[src/rtl/alu_arbiter_if.sv]
// ---------------------------------------------------------------------------
// alu_arbiter_if
//
// Bundle of the request/response handshakes between two requesters and the
// shared-ALU arbiter.
//
//   req0_* / req1_*   : valid/ready request handshake plus 32-bit operands
//                       a, b and a 4-bit op code (requester -> arbiter)
//   resp0_* / resp1_* : valid/ready response handshake plus the 32-bit
//                       result and zero flag (arbiter -> requester)
//
// Modports:
//   master : the requester side (drives requests, consumes responses)
//   slave  : the arbiter side
// ---------------------------------------------------------------------------
interface alu_arbiter_if;

  // Requester 0
  logic        req0_valid;
  logic        req0_ready;
  logic [31:0] req0_a;
  logic [31:0] req0_b;
  logic [3:0]  req0_op;
  logic        resp0_valid;
  logic        resp0_ready;
  logic [31:0] resp0_result;
  logic        resp0_zero;

  // Requester 1
  logic        req1_valid;
  logic        req1_ready;
  logic [31:0] req1_a;
  logic [31:0] req1_b;
  logic [3:0]  req1_op;
  logic        resp1_valid;
  logic        resp1_ready;
  logic [31:0] resp1_result;
  logic        resp1_zero;

  modport master (
    output req0_valid, req0_a, req0_b, req0_op, resp0_ready,
    output req1_valid, req1_a, req1_b, req1_op, resp1_ready,
    input  req0_ready, resp0_valid, resp0_result, resp0_zero,
    input  req1_ready, resp1_valid, resp1_result, resp1_zero
  );

  modport slave (
    input  req0_valid, req0_a, req0_b, req0_op, resp0_ready,
    input  req1_valid, req1_a, req1_b, req1_op, resp1_ready,
    output req0_ready, resp0_valid, resp0_result, resp0_zero,
    output req1_ready, resp1_valid, resp1_result, resp1_zero
  );

endinterface

[src/rtl/alu_arbiter.sv]
// ---------------------------------------------------------------------------
// alu_arbiter
//
// Two requesters share a single 32-bit ALU. One operation is in flight at a
// time: IDLE (arbitrate/accept) -> EXEC (compute, register result) ->
// RESP (hold result until the owner consumes it) -> IDLE.
//
// Parameters:
//   RR_EN      : 1 = round-robin between requesters, 0 = fixed priority
//                with requester 0 highest.
//
// Ports:
//   clk        : system clock, rising edge
//   rst_n      : asynchronous active-low reset
//   bus        : request/response handshakes for both requesters
//   busy       : high whenever the FSM is not in IDLE
//   illegal_op : one-cycle pulse in the cycle after an undefined op code
//                is accepted
//
// Op codes: AND=0000 OR=0001 ADD=0010 SUB=0110 SLT=0111 (signed) NOR=1100.
// Any other code yields result 0 with zero flag set.
// ---------------------------------------------------------------------------
module alu_arbiter #(
  parameter int RR_EN = 1
) (
  input  logic          clk,
  input  logic          rst_n,
  alu_arbiter_if.slave  bus,
  output logic          busy,
  output logic          illegal_op
);

  localparam logic [3:0] OP_AND = 4'b0000;
  localparam logic [3:0] OP_OR  = 4'b0001;
  localparam logic [3:0] OP_ADD = 4'b0010;
  localparam logic [3:0] OP_SUB = 4'b0110;
  localparam logic [3:0] OP_SLT = 4'b0111;
  localparam logic [3:0] OP_NOR = 4'b1100;

  typedef enum logic [1:0] {
    IDLE = 2'd0,
    EXEC = 2'd1,
    RESP = 2'd2
  } state_t;

  // Requester-indexed views of the interface signals
  logic [1:0]       req_valid;
  logic [1:0][31:0] req_a;
  logic [1:0][31:0] req_b;
  logic [1:0][3:0]  req_op;
  logic [1:0]       resp_ready;

  assign req_valid  = {bus.req1_valid, bus.req0_valid};
  assign req_a      = {bus.req1_a, bus.req0_a};
  assign req_b      = {bus.req1_b, bus.req0_b};
  assign req_op     = {bus.req1_op, bus.req0_op};
  assign resp_ready = {bus.resp1_ready, bus.resp0_ready};

  // State
  state_t           state_reg;
  logic             owner_reg;       // requester that owns the in-flight op
  logic             last_grant_reg;  // requester granted most recently
  logic [31:0]      a_reg;
  logic [31:0]      b_reg;
  logic [3:0]       op_reg;
  logic [1:0]       resp_valid_reg;
  logic [1:0][31:0] resp_result_reg;
  logic [1:0]       resp_zero_reg;
  logic             busy_reg;
  logic             illegal_reg;

  // -------------------------------------------------------------------------
  // Arbitration
  // -------------------------------------------------------------------------
  logic grant_id;
  logic accept;

  always_comb begin
    grant_id = 1'b0;
    if (req_valid == 2'b10) begin
      grant_id = 1'b1;
    end else if (req_valid == 2'b11 && RR_EN != 0) begin
      // Contention: the requester not served last wins. last_grant_reg
      // resets to 1 so requester 0 wins the first contention.
      grant_id = ~last_grant_reg;
    end
  end

  assign accept = (state_reg == IDLE) && (req_valid != 2'b00);

  assign bus.req0_ready = accept && (grant_id == 1'b0);
  assign bus.req1_ready = accept && (grant_id == 1'b1);

  // -------------------------------------------------------------------------
  // Shared ALU, operating on the latched operands
  // -------------------------------------------------------------------------
  function automatic logic op_is_legal(input logic [3:0] op);
    case (op)
      OP_AND, OP_OR, OP_ADD, OP_SUB, OP_SLT, OP_NOR: op_is_legal = 1'b1;
      default:                                      op_is_legal = 1'b0;
    endcase
  endfunction

  logic [31:0] alu_result;
  logic        alu_zero;

  always_comb begin
    alu_result = 32'h0;
    case (op_reg)
      OP_AND: alu_result = a_reg & b_reg;
      OP_OR:  alu_result = a_reg | b_reg;
      OP_ADD: alu_result = a_reg + b_reg;
      OP_SUB: alu_result = a_reg - b_reg;
      OP_SLT: alu_result = {31'h0, ($signed(a_reg) < $signed(b_reg))};
      OP_NOR: alu_result = ~(a_reg | b_reg);
      default: alu_result = 32'h0;
    endcase
    alu_zero = (alu_result == 32'h0);
  end

  // -------------------------------------------------------------------------
  // FSM with registered outputs
  // -------------------------------------------------------------------------
  always_ff @(posedge clk or negedge rst_n) begin
    if (!rst_n) begin
      state_reg       <= IDLE;
      owner_reg       <= 1'b0;
      last_grant_reg  <= 1'b1;
      a_reg           <= 32'h0;
      b_reg           <= 32'h0;
      op_reg          <= 4'h0;
      resp_valid_reg  <= 2'b00;
      resp_result_reg <= '0;
      resp_zero_reg   <= 2'b00;
      busy_reg        <= 1'b0;
      illegal_reg     <= 1'b0;
    end else begin
      illegal_reg <= 1'b0;
      case (state_reg)
        IDLE: begin
          if (accept) begin
            a_reg          <= req_a[grant_id];
            b_reg          <= req_b[grant_id];
            op_reg         <= req_op[grant_id];
            owner_reg      <= grant_id;
            last_grant_reg <= grant_id;
            illegal_reg    <= !op_is_legal(req_op[grant_id]);
            busy_reg       <= 1'b1;
            state_reg      <= EXEC;
          end
        end
        EXEC: begin
          resp_result_reg[owner_reg] <= alu_result;
          resp_zero_reg[owner_reg]   <= alu_zero;
          resp_valid_reg[owner_reg]  <= 1'b1;
          state_reg                  <= RESP;
        end
        RESP: begin
          // Only the owner's ready completes the response; returning to IDLE
          // here means the next acceptance is at the following edge.
          if (resp_ready[owner_reg]) begin
            resp_valid_reg[owner_reg] <= 1'b0;
            busy_reg                  <= 1'b0;
            state_reg                 <= IDLE;
          end
        end
        default: begin
          resp_valid_reg <= 2'b00;
          busy_reg       <= 1'b0;
          state_reg      <= IDLE;
        end
      endcase
    end
  end

  assign bus.resp0_valid  = resp_valid_reg[0];
  assign bus.resp1_valid  = resp_valid_reg[1];
  assign bus.resp0_result = resp_result_reg[0];
  assign bus.resp1_result = resp_result_reg[1];
  assign bus.resp0_zero   = resp_zero_reg[0];
  assign bus.resp1_zero   = resp_zero_reg[1];
  assign busy             = busy_reg;
  assign illegal_op       = illegal_reg;

endmodule

[src/flat_wrapper.sv]
// flat-port wrapper written by rule: the top's interface ports become plain ports
module alu_arbiter_flat 
#(
  parameter int RR_EN = 1
)
  (clk, rst_n, busy, illegal_op, bus_req0_valid, bus_req0_a, bus_req0_b, bus_req0_op, bus_resp0_ready, bus_req1_valid, bus_req1_a, bus_req1_b, bus_req1_op, bus_resp1_ready, bus_req0_ready, bus_resp0_valid, bus_resp0_result, bus_resp0_zero, bus_req1_ready, bus_resp1_valid, bus_resp1_result, bus_resp1_zero);
  alu_arbiter_if bus_i ();
  input  logic clk;
  input  logic rst_n;
  output logic busy;
  output logic illegal_op;
  input wire logic [$bits(bus_i.req0_valid)-1:0] bus_req0_valid;
  input wire logic [$bits(bus_i.req0_a)-1:0] bus_req0_a;
  input wire logic [$bits(bus_i.req0_b)-1:0] bus_req0_b;
  input wire logic [$bits(bus_i.req0_op)-1:0] bus_req0_op;
  input wire logic [$bits(bus_i.resp0_ready)-1:0] bus_resp0_ready;
  input wire logic [$bits(bus_i.req1_valid)-1:0] bus_req1_valid;
  input wire logic [$bits(bus_i.req1_a)-1:0] bus_req1_a;
  input wire logic [$bits(bus_i.req1_b)-1:0] bus_req1_b;
  input wire logic [$bits(bus_i.req1_op)-1:0] bus_req1_op;
  input wire logic [$bits(bus_i.resp1_ready)-1:0] bus_resp1_ready;
  output wire logic [$bits(bus_i.req0_ready)-1:0] bus_req0_ready;
  output wire logic [$bits(bus_i.resp0_valid)-1:0] bus_resp0_valid;
  output wire logic [$bits(bus_i.resp0_result)-1:0] bus_resp0_result;
  output wire logic [$bits(bus_i.resp0_zero)-1:0] bus_resp0_zero;
  output wire logic [$bits(bus_i.req1_ready)-1:0] bus_req1_ready;
  output wire logic [$bits(bus_i.resp1_valid)-1:0] bus_resp1_valid;
  output wire logic [$bits(bus_i.resp1_result)-1:0] bus_resp1_result;
  output wire logic [$bits(bus_i.resp1_zero)-1:0] bus_resp1_zero;
  assign bus_i.req0_valid = bus_req0_valid;
  assign bus_i.req0_a = bus_req0_a;
  assign bus_i.req0_b = bus_req0_b;
  assign bus_i.req0_op = bus_req0_op;
  assign bus_i.resp0_ready = bus_resp0_ready;
  assign bus_i.req1_valid = bus_req1_valid;
  assign bus_i.req1_a = bus_req1_a;
  assign bus_i.req1_b = bus_req1_b;
  assign bus_i.req1_op = bus_req1_op;
  assign bus_i.resp1_ready = bus_resp1_ready;
  assign bus_req0_ready = bus_i.req0_ready;
  assign bus_resp0_valid = bus_i.resp0_valid;
  assign bus_resp0_result = bus_i.resp0_result;
  assign bus_resp0_zero = bus_i.resp0_zero;
  assign bus_req1_ready = bus_i.req1_ready;
  assign bus_resp1_valid = bus_i.resp1_valid;
  assign bus_resp1_result = bus_i.resp1_result;
  assign bus_resp1_zero = bus_i.resp1_zero;
  alu_arbiter #(.RR_EN(RR_EN)) u_core (.clk(clk), .rst_n(rst_n), .bus(bus_i), .busy(busy), .illegal_op(illegal_op));
endmodule
[config.mk]
export PLATFORM = sky130hd
export DESIGN_NAME = alu_arbiter_flat
export DESIGN_NICKNAME = d
export VERILOG_FILES = /design/src/rtl/alu_arbiter_if.sv /design/src/rtl/alu_arbiter.sv /design/src/flat_wrapper.sv
export SDC_FILE = /design/constraint.sdc
export NUM_CORES = 1
export LEC_CHECK = 0
export BUFFER_PORTS_ARGS = -buffer_cell sky130_fd_sc_hd__buf_4
export CORE_ASPECT_RATIO = 0.9
export CORE_UTILIZATION = 35
export DETAILED_ROUTE_END_ITERATION = 8
export PLACE_DENSITY = 0.56
export SLEW_MARGIN = 20
export SYNTH_ARGS = -nofsm -noshare
export SYNTH_HDL_FRONTEND = slang
export SYNTH_SLANG_ARGS = --single-unit
[constraint.sdc]
create_clock -name clk -period 4.8 [get_ports clk]
set_input_delay 0.24 -clock clk [delete_from_list [all_inputs] [get_ports clk]]
set_output_delay 0.24 -clock clk [all_outputs]
set_load 0.02 [all_outputs]
; ---- Word-level counts from Yosys, hierarchy flattened
; Index checks and enable logic that the tools add are counted.
[totals]
ff_bits = 142
out_inout_bits = 72
in_bits = 142
word_cells = 89
[classes]
addsub = 2
reduce_logical = 15
bitwise_logic = 10
mux = 30
eq_ne = 16
magnitude_cmp = 4
[ops]
columns = op, count
row1 = $pmux W32 S6, 1
row2 = $mux W32, 5
row3 = $bwmux W64, 1
row4 = $add A32 B32 Y32, 1
row5 = $and A32 B32 Y32, 1
row6 = $demux W32 S1, 1
row7 = $logic_not A32 Y1, 1
row8 = $lt A32 B32 Y1, 1
row9 = $not A32 Y32, 1
row10 = $or A32 B32 Y32, 1
row11 = $sub A32 B32 Y32, 1
row12 = $eq A4 B3 Y1 const B, 4
row13 = $mux W1, 12
row14 = $pmux W2 S3, 2
row15 = $eq A4 B1 Y1 const B, 2
row16 = $eq A4 B2 Y1 const B, 2
row17 = $eq A4 B4 Y1 const B, 2
row18 = $logic_not A4 Y1, 2
row19 = $mux W4, 2
row20 = $eq A2 B2 Y1 const B, 3
row21 = $mux W2, 3
row22 = $reduce_and A2 Y1, 3
row23 = $reduce_or A6 Y1, 1
row24 = $logic_and A1 B1 Y1, 4
row25 = 15 further kinds, 20

; ---- Depth between registers and ports, before layout
; Gate-level depths: netlist (run 1).
[logic_depth]
word_depth = 13
ltp_mapped = 14
depth_no_buf = 14

; ---- Worst setup path before layout (run 1)
; No wires, ideal clock.
[synth_timing]
kind = flip-flop to flip-flop
start = register u_core.b_reg[1]
end = register u_core.resp_zero_reg[0]
required_ns = 4.724
path_stages_with_launch = 14
setup_time_ns = 0.076
t_arrival_ns = 3.809
slack_ns = 0.914
period_less_slack_ns = 3.886
path_buffers = 0
cell_sequence = dfrtp_1 > inv_1 > ha_1 > o21ba_2 > or4_4 > a2111o_1 > a311oi_2 > o2111a_1 > o21ai_1 > a221o_1 > a221oi_2 > nand4_1 > or4_1 > o21ai_1
[synth_via]
elab_chain_len = 5
word_cells_on_any_way = 9
classes_between = 2 x add/sub / 1 x order compare / 2 x mux / 3 x bitwise / 1 x reduce/logical
[synth_rtl]
columns = item, line
row1 = "start, declared", alu_arbiter.sv:64  ; logic [31:0] b_reg;
row2 = "start signal, assigned", alu_arbiter.sv:143  ; b_reg <= req_b[grant_id];
row3 = branches (longest 2 deep; another with $sub A32 B32 Y32), --
row4 = $pmux W32 S6 (*), alu_arbiter.sv:109  ; case (op_reg)
row5 = $logic_not A32 Y1 (*), alu_arbiter.sv:118  ; alu_zero = (alu_result == 32'h0);
row6 = $bwmux W2 (*), alu_arbiter.sv:154  ; resp_zero_reg[owner_reg] <= alu_zero;
row7 = "end signal, assigned by index", alu_arbiter.sv:154
row8 = "end, declared", alu_arbiter.sv:68  ; logic [1:0] resp_zero_reg;
; Every way passes the cells marked *.
; A chain may end at the register's enable or synchronous reset.

; ---- Final worst setup path (run 1)
; Same ends and word-level chain as after synthesis.

==> results of run 1 <==
-- path summary, 6_finish.rpt --
kind / end / slack, ns / start / depth (start not counted)
max: u_core.resp_zero_reg[0] / 0.29 / u_core.b_reg[1] / 13
min: u_core.a_reg[27] / 0.02 / bus_req1_a[27] / 3
max reg2reg: u_core.resp_zero_reg[0] / 0.29 / u_core.b_reg[1] / 13
min reg2reg: u_core.bus.resp0_result[8] / 0.48 / u_core.bus.resp0_result[8] / 2
max in group asynchronous: u_core.bus.resp1_result[12] / 3.07 / rst_n / 3
min in group asynchronous: u_core.resp_valid_reg[0] / 0.44 / rst_n / 2
-- stage by stage --
step / cells / worst slack [ns] / total power, W / instance area [µm²] / util, %
finish: 2037 / 0.290 / 0.0127 / 14400 / 44.7
floorplan: 1422 / 0.914 / 0.00809 / 11600 / -
global route: 2037 / 0.116 / 0.0136 / 14400 / 44.7
CTS: 2037 / 0.322 / 0.0125 / 14400 / 44.6
detailed placement: 1990 / 0.341 / 0.0110 / 13600 / 42.2
global placement: 1990 / 0.385 / 0.0110 / 13600 / 42.2
-- area by class of cell --
class / count / area share (%)
sequential: 142 / 24.7
clock inverter: 13 / 1.30
tap: 416 / 3.62
multi-input combinational: 1015 / 48.8
inverter: 169 / 4.41
timing repair buffer: 263 / 14.0
clock buffer: 19 / 3.08
-- timing repair --
item / in CTS / in global routing
setup buffers: 0 / 0
hold buffers: 15 / 0
endpoints found under the setup margin: 0 / 1
endpoints found under the hold margin: 96 / 0
resized for setup: 0 / 2
-- logic make-up after synthesis --
family	after synthesis
AO/OA/AOI/OAI	503
XOR/XNOR	9
adder cells (fa/ha/maj)	106
buffers and inverters	265
flip-flops	142
multiplexers	19
AND/OR/NAND/NOR	378
-- worst max-delay path, stage by stage, from the launching register on --
cell and delay (ns):
sky130_fd_sc_hd__dfrtp_1 0.42, sky130_fd_sc_hd__inv_1 0.12, sky130_fd_sc_hd__ha_1 0.33, sky130_fd_sc_hd__o21ba_2 0.23, sky130_fd_sc_hd__or4_4 0.45, sky130_fd_sc_hd__a2111o_1 0.49
sky130_fd_sc_hd__a311oi_2 0.39, sky130_fd_sc_hd__o2111a_1 0.29, sky130_fd_sc_hd__o21ai_1 0.07, sky130_fd_sc_hd__a221o_1 0.36, sky130_fd_sc_hd__a221oi_2 0.40, sky130_fd_sc_hd__nand4_1 0.15
sky130_fd_sc_hd__or4_1 0.57, sky130_fd_sc_hd__o21ai_1 0.16
-- layer usage --
layer  GRT usage [%]  wire (µm)
met5               0          0
met4            5.50        446
met3            5.70       3880
met2            35.0      17200
met1            38.9      21200
-- placed cells by master (no fill, tap or decap), drive strengths merged, types with 7 or more instances in the layout --
cell type	count
buf	248
inv	170
dfrtp	141
nand2	131
o21ai	119
ha	104
a21oi	90
nor2	90
a222oi	62
a22oi	33
nand3	22
nor3	21
o22ai	20
a21o	19
clkbuf	19
nand4	18
a211oi	17
nor2b	15
o31ai	15
dlygate4sd3	15
nor4	14
or3	11
mux2i	10
a31oi	10
o211ai	10
o21bai	10
mux2	9
o22a	9
xnor2	9
nand2b	8
o2111ai	7
or4	7
and2	7
a21boi	7
clkinv	7
-- synthesized netlist by cell type, types with 7 or more instances --
cell type and count:
sky130_fd_sc_hd__o22a_1 9, sky130_fd_sc_hd__mux2_2 9, sky130_fd_sc_hd__ha_1 104, sky130_fd_sc_hd__nor3_1 21, sky130_fd_sc_hd__xnor2_1 9, sky130_fd_sc_hd__o211ai_1 10, sky130_fd_sc_hd__a222oi_1 62, sky130_fd_sc_hd__o22ai_1 20
sky130_fd_sc_hd__nand2b_1 8, sky130_fd_sc_hd__a21oi_1 90, sky130_fd_sc_hd__nand3_1 22, sky130_fd_sc_hd__a31oi_1 10, sky130_fd_sc_hd__a21o_1 19, sky130_fd_sc_hd__or3_1 11, sky130_fd_sc_hd__inv_1 168, sky130_fd_sc_hd__dfrtp_1 141
sky130_fd_sc_hd__nand4_1 18, sky130_fd_sc_hd__o21ai_0 115, sky130_fd_sc_hd__nor4_1 14, sky130_fd_sc_hd__a211oi_1 17, sky130_fd_sc_hd__mux2i_1 10, sky130_fd_sc_hd__nand2_1 131, sky130_fd_sc_hd__nor2b_1 15, sky130_fd_sc_hd__nor2_1 90
sky130_fd_sc_hd__clkbuf_1 80, sky130_fd_sc_hd__a22oi_1 33, sky130_fd_sc_hd__o21bai_1 10, sky130_fd_sc_hd__buf_1 11, sky130_fd_sc_hd__o2111ai_1 7, sky130_fd_sc_hd__o31ai_1 15
-- report_power, final --
part           internal [W]  total (W)  leakage, nW  switching, W
sequential          0.00175    0.00231         1.79      0.000561
combinational       0.00322    0.00896         4.68       0.00573
clock              0.000886    0.00142        0.308      0.000533
total               0.00586     0.0127         6.78       0.00683
==> results.yml, run 1 <==
routing:
  drt_iter0_drc: 1265
  remaining_drc_errors: 13
  routed_via_density: 5.89
  route.final.wire_length_um: 42700
  detail_route.first_pass.iterations: 9
  number_of_vias_in_the_routed_layout: 12000
  avgRoutedWirePerCell_um: 21.0
  final_ant_viol_nets: 0
critical_path:
  worstPathArrival_ns: 4.87
  cp_data_required_time_ns: 5.16
  worstSetupEndpointType: "flip-flop"
  worstPathMaxFanout: 4
  critical_path_class: "reg2reg"
  timing.critical_path.from_type: "flip-flop"
placed_design:
  dp.final_hpwl_um: 33300
  place.port_buffers: 213
  gp_routability_congestion: 0.964
yosys:
  syn_area_um2: 11600
  synth-edff-count: 0
  ys_seq_elements: 142
  synth_area_leader_cell: "sky130_fd_sc_hd__dfrtp_1"
  portion_of_the_post_synthesis_area_used_by_sequential_elements_pct: 30.8
  ys_types: 85
  yosys-top-cells-area: "sky130_fd_sc_hd__dfrtp_1 31%, sky130_fd_sc_hd__ha_1 11%, sky130_fd_sc_hd__inv_1 5.5%"
  yosys-mux-area-fraction_pct: 1.74
  syn-mean-instance-area_um2: 8.13
  synthesized_area_fraction_occupied_by_and_or_nand_nor_cells_pct: 15.9
  synth-main-ff-cell: "sky130_fd_sc_hd__dfrtp_1"
  yosysTopAreaCellShare_pct: 30.5
  synth_top_family_by_area: "compound AO/OA/AOI/OAI gates"
  post_synth_xor_area_fraction_pct: 0.682
  netlist_instances: 1422
  postSynth.asyncResetShare_pct: 100
  synth.yosys.warnings: 0
  synth_fp_nets: 1670
  synthAdderAreaFrac_pct: 11.6
  synth_compound_area_share_pct: 30.6
grt:
  antenna_found_initial: 0
  overflow: 0
  maximum_number_of_pins_on_one_net_before_global_route_repair: 85
  grt_pass1_wl_um: 65800
  global_route.usage.total_pct: 25.2
  vias_in_the_first_global_route: 11000
power_and_ir_drop:
  p_leak_nw: 6.78
  power.density_cell_area_nw_per_um2: 883
  vdd.ir_drop.worst_mv: 0.517
timing:
  setup_total_negative_slack_ns: 0
  finalHoldViolations: 0
  max_clock_freq_mhz: 222
  slew_headroom_pct: 43.4
  worst_hold_slack_ns: 0.0179
  finalCriticalPeriod_ns: 4.51
  setup_viol: 0
  max_slew.worst_pin.slew_ns: 0.842
  rsz0062_at_grt: "no"
  timing.final.crit_share_pct: 94.0
  clock_skew_ns: 0.00954
  final-max-slew-violation-count: 0
finish:
  finish.net_count: 1856
  regArea_um2: 3550
  diodes: 0
  n_fill_cell: 3273
  final_layout_size_suffix_gt1_share_pct: 19.8
  multi_input_comb_area_um2: 7020
  areaGrowthSynthToFinish_pct: 24.4
floorplan:
  die_width_um: 194
  rows: 62
  floorplan.die_area_um2: 33700
  floorplan.initialDensity_pct: 35.9
  i_o_pin_cnt: 214
  die_h_um: 174
  area_of_the_core_um2: 32200
clock_tree:
  htree_num_levels: 4
  ctsRootBufferMaster: "sky130_fd_sc_hd__clkbuf_16"
  cts.path.max_buffers: 2
  clock-sinks: 142
  clock_network_latency_to_the_later_pin_of_the_worst_skew_pair_ns: 0.43
  numCtsBuffers: 17
  clk_pin_slew_worst_paths_ns: 0.06
  clock_tree_from_tritoncts: "done"
run_status:
  violations: "design-rule violations"
  result_of_the_run: "complete, but fails checks"
hold_path:
  worstHoldPathType: "in2reg"
run:
  cap_violations: 0
Note: power is estimated with default switching activity, not from simulation.
==> run 2, diff against run 1 <==
Settings changed: BUFFER_PORTS_ARGS -buffer_cell sky130_fd_sc_hd__buf_4 to -buffer_cell sky130_fd_sc_hd__clkbuf_2, SETUP_SLACK_MARGIN from default to 0.3, SLEW_MARGIN 20 to default.
==> run 2 against run 1 <==
  * The flow still finishes with violations (design-rule violations)
  * Clock skew rose by 0.0044 ns
  * Worst setup slack better by 0.14 ns
  * Cell count up 0.93%
  * Largest power group unchanged
  * First-iteration DRC count up 6.8%
  * Cell area is 2.4% lower
  * Global-route usage is 0.24 points lower
  * Critical path type unchanged
  * Sequential share of layout area up 0.60 points
==> results.yml, run 2 (synthesis results as in run 1) <==
finish:
  diodes: 0
  layout_commonest_cell: "sky130_fd_sc_hd__clkbuf_2"
  layout.cells.most_common_list: "212 x sky130_fd_sc_hd__clkbuf_2, 168 x sky130_fd_sc_hd__inv_1, 141 x sky130_fd_sc_hd__dfrtp_1"
  final_layout_size_suffix_gt1_share_pct: 20.2
  areaGrowthSynthToFinish_pct: 21.5
  finish.net_count: 1875
power_and_ir_drop:
  p_leak_nw: 6.68
  power.density_cell_area_nw_per_um2: 886
  vdd.ir_drop.worst_mv: 0.494
clock_tree:
  clock_tree_from_tritoncts: "done"
  ctsRootBufferMaster: "sky130_fd_sc_hd__clkbuf_16"
  clock_network_latency_to_the_later_pin_of_the_worst_skew_pair_ns: 0.44
  clock-sinks: 142
  clk_pin_slew_worst_paths_ns: 0.07
  htree_num_levels: 4
  numCtsBuffers: 17
  cts.path.max_buffers: 2
timing:
  final-max-slew-violation-count: 0
  max_slew.worst_pin.slew_ns: 0.962
  finalCriticalPeriod_ns: 4.37
  setup_total_negative_slack_ns: 0
  timing.final.crit_share_pct: 91.0
  setup_ws_ns: 0.433
  finalHoldViolations: 0
  rsz0062_at_grt: "no"
  setup_viol: 0
  max_clock_freq_mhz: 229
  clock_skew_ns: 0.0140
  slew_headroom_pct: 35.8
grt:
  vias_in_the_first_global_route: 11200
  antenna_found_initial: 0
  global_route.usage.total_pct: 25.0
  grt_pass1_wl_um: 65800
  overflow: 0
  maximum_number_of_pins_on_one_net_before_global_route_repair: 98
run_status:
  result_of_the_run: "complete, but fails checks"
  violations: "design-rule violations"
floorplan:
  rows: 62
  area_of_the_core_um2: 32200
  floorplan.die_area_um2: 33700
  die_width_um: 194
  floorplan.initialDensity_pct: 35.9
  die_h_um: 174
  i_o_pin_cnt: 214
critical_path:
  timing.critical_path.from_type: "flip-flop"
  worstPathMaxFanout: 4
  worstPathArrival_ns: 4.74
  cp_data_required_time_ns: 5.17
  worstSetupEndpointType: "flip-flop"
  critical_path_class: "reg2reg"
routing:
  routed_via_density: 5.80
  detail_route.first_pass.iterations: 9
  avgRoutedWirePerCell_um: 20.6
  final_ant_viol_nets: 0
  route.final.wire_length_um: 42300
  number_of_vias_in_the_routed_layout: 11900
  remaining_drc_errors: 18
  drt_iter0_drc: 1351
placed_design:
  gp_routability_congestion: 0.961
  pre_cts_slack_ns: 0.337
  dp.final_hpwl_um: 32700
  place.port_buffers: 213
hold_path:
  worstHoldPathType: "in2reg"
run:
  cap_violations: 0
run 2: cell count changes in the layout (fill, tap and decap cells not counted), moves of 3 or more:
| cell | delta |
|---|---|
| sky130_fd_sc_hd__clkbuf_2 | +212 |
| sky130_fd_sc_hd__clkinv_2 | -3 |
| sky130_fd_sc_hd__buf_4 | -212 |
| sky130_fd_sc_hd__inv_6 | +3 |
| sky130_fd_sc_hd__clkinvlp_4 | +4 |
| sky130_fd_sc_hd__dlygate4sd3_1 | +19 |
| sky130_fd_sc_hd__bufinv_16 | -4 |
| sky130_fd_sc_hd__ha_1 | -4 |
| sky130_fd_sc_hd__ha_2 | +4 |
run 2: path summary, 6_finish.rpt:
check                                      startpoint                          to  slack (ns)  cells past startpoint
min                                     bus_req1_a[8]             u_core.a_reg[8]        0.01                      3
max                                   u_core.b_reg[1]     u_core.resp_zero_reg[0]        0.43                     13
max reg2reg                           u_core.b_reg[1]     u_core.resp_zero_reg[0]        0.43                     13
max in group asynchronous                       rst_n                 u_core.busy        3.23                      3
min in group asynchronous                       rst_n    u_core.resp_valid_reg[1]        0.42                      2
min reg2reg                u_core.bus.resp0_result[1]  u_core.bus.resp0_result[1]        0.48                      2
run 2: power by group:
part           leakage (nW)  internal, W  switching (W)  total, W
sequential             1.79      0.00175       0.000559   0.00231
clock                 0.257     0.000676       0.000593   0.00127
combinational          4.63      0.00310        0.00575   0.00886
run 2: area by class of cell:
class                   instances  area (µm²)
clock buffers                  17         425
clock inverters                15         130
fillers                      3211       18200
inverters                     169         634
multi-input cells            1015        7100
flip-flops and latches        142        3550
well taps                     416         520
repair buffers                282        1680
run 2: critical path, stage by stage (launching register included):
cell	delay (ns)
sky130_fd_sc_hd__dfrtp_1	0.43
sky130_fd_sc_hd__inv_1	0.12
sky130_fd_sc_hd__ha_1	0.32
sky130_fd_sc_hd__o21ba_2	0.24
sky130_fd_sc_hd__or4_4	0.46
sky130_fd_sc_hd__a2111o_1	0.46
sky130_fd_sc_hd__a311oi_4	0.37
sky130_fd_sc_hd__o2111a_1	0.28
sky130_fd_sc_hd__o21ai_1	0.07
sky130_fd_sc_hd__a221o_1	0.39
sky130_fd_sc_hd__a221oi_4	0.31
sky130_fd_sc_hd__nand4_1	0.13
sky130_fd_sc_hd__or4_1	0.56
sky130_fd_sc_hd__o21ai_1	0.16
run 2: stage by stage:
stage | total power [W] | area, µm² | hold WS [ns] | util, % | instances
floorplan | 0.00809 | 11600 | -0.0556 | - | 1422
global placement | 0.0108 | 13000 | 0.367 | 40.5 | 1987
detailed placement | 0.0108 | 13000 | 0.371 | 40.5 | 1987
CTS | 0.0121 | 13900 | 0.0000869 | 43.3 | 2053
global route | 0.0135 | 14000 | 0.00615 | 43.6 | 2056
finish | 0.0124 | 14000 | 0.0116 | 43.6 | 2056
run 2: repair_timing:
item,in CTS,in global routing
endpoints found under the hold margin,129,0
hold buffers,34,0
setup endpoints to repair,0,2
setup buffers,0,3
gates resized for setup,0,14
run 2: routing by layer:
metal  vias up  share of wire, %  wire [µm]  GRT usage, %
met5         -                 0          0             0
met3        41                11       4470          7.35
met1      5626                48      20400          37.7
met2       607                40      16900          34.7
li1       5644                 -          -             -
met4         0               1.0        421          4.60
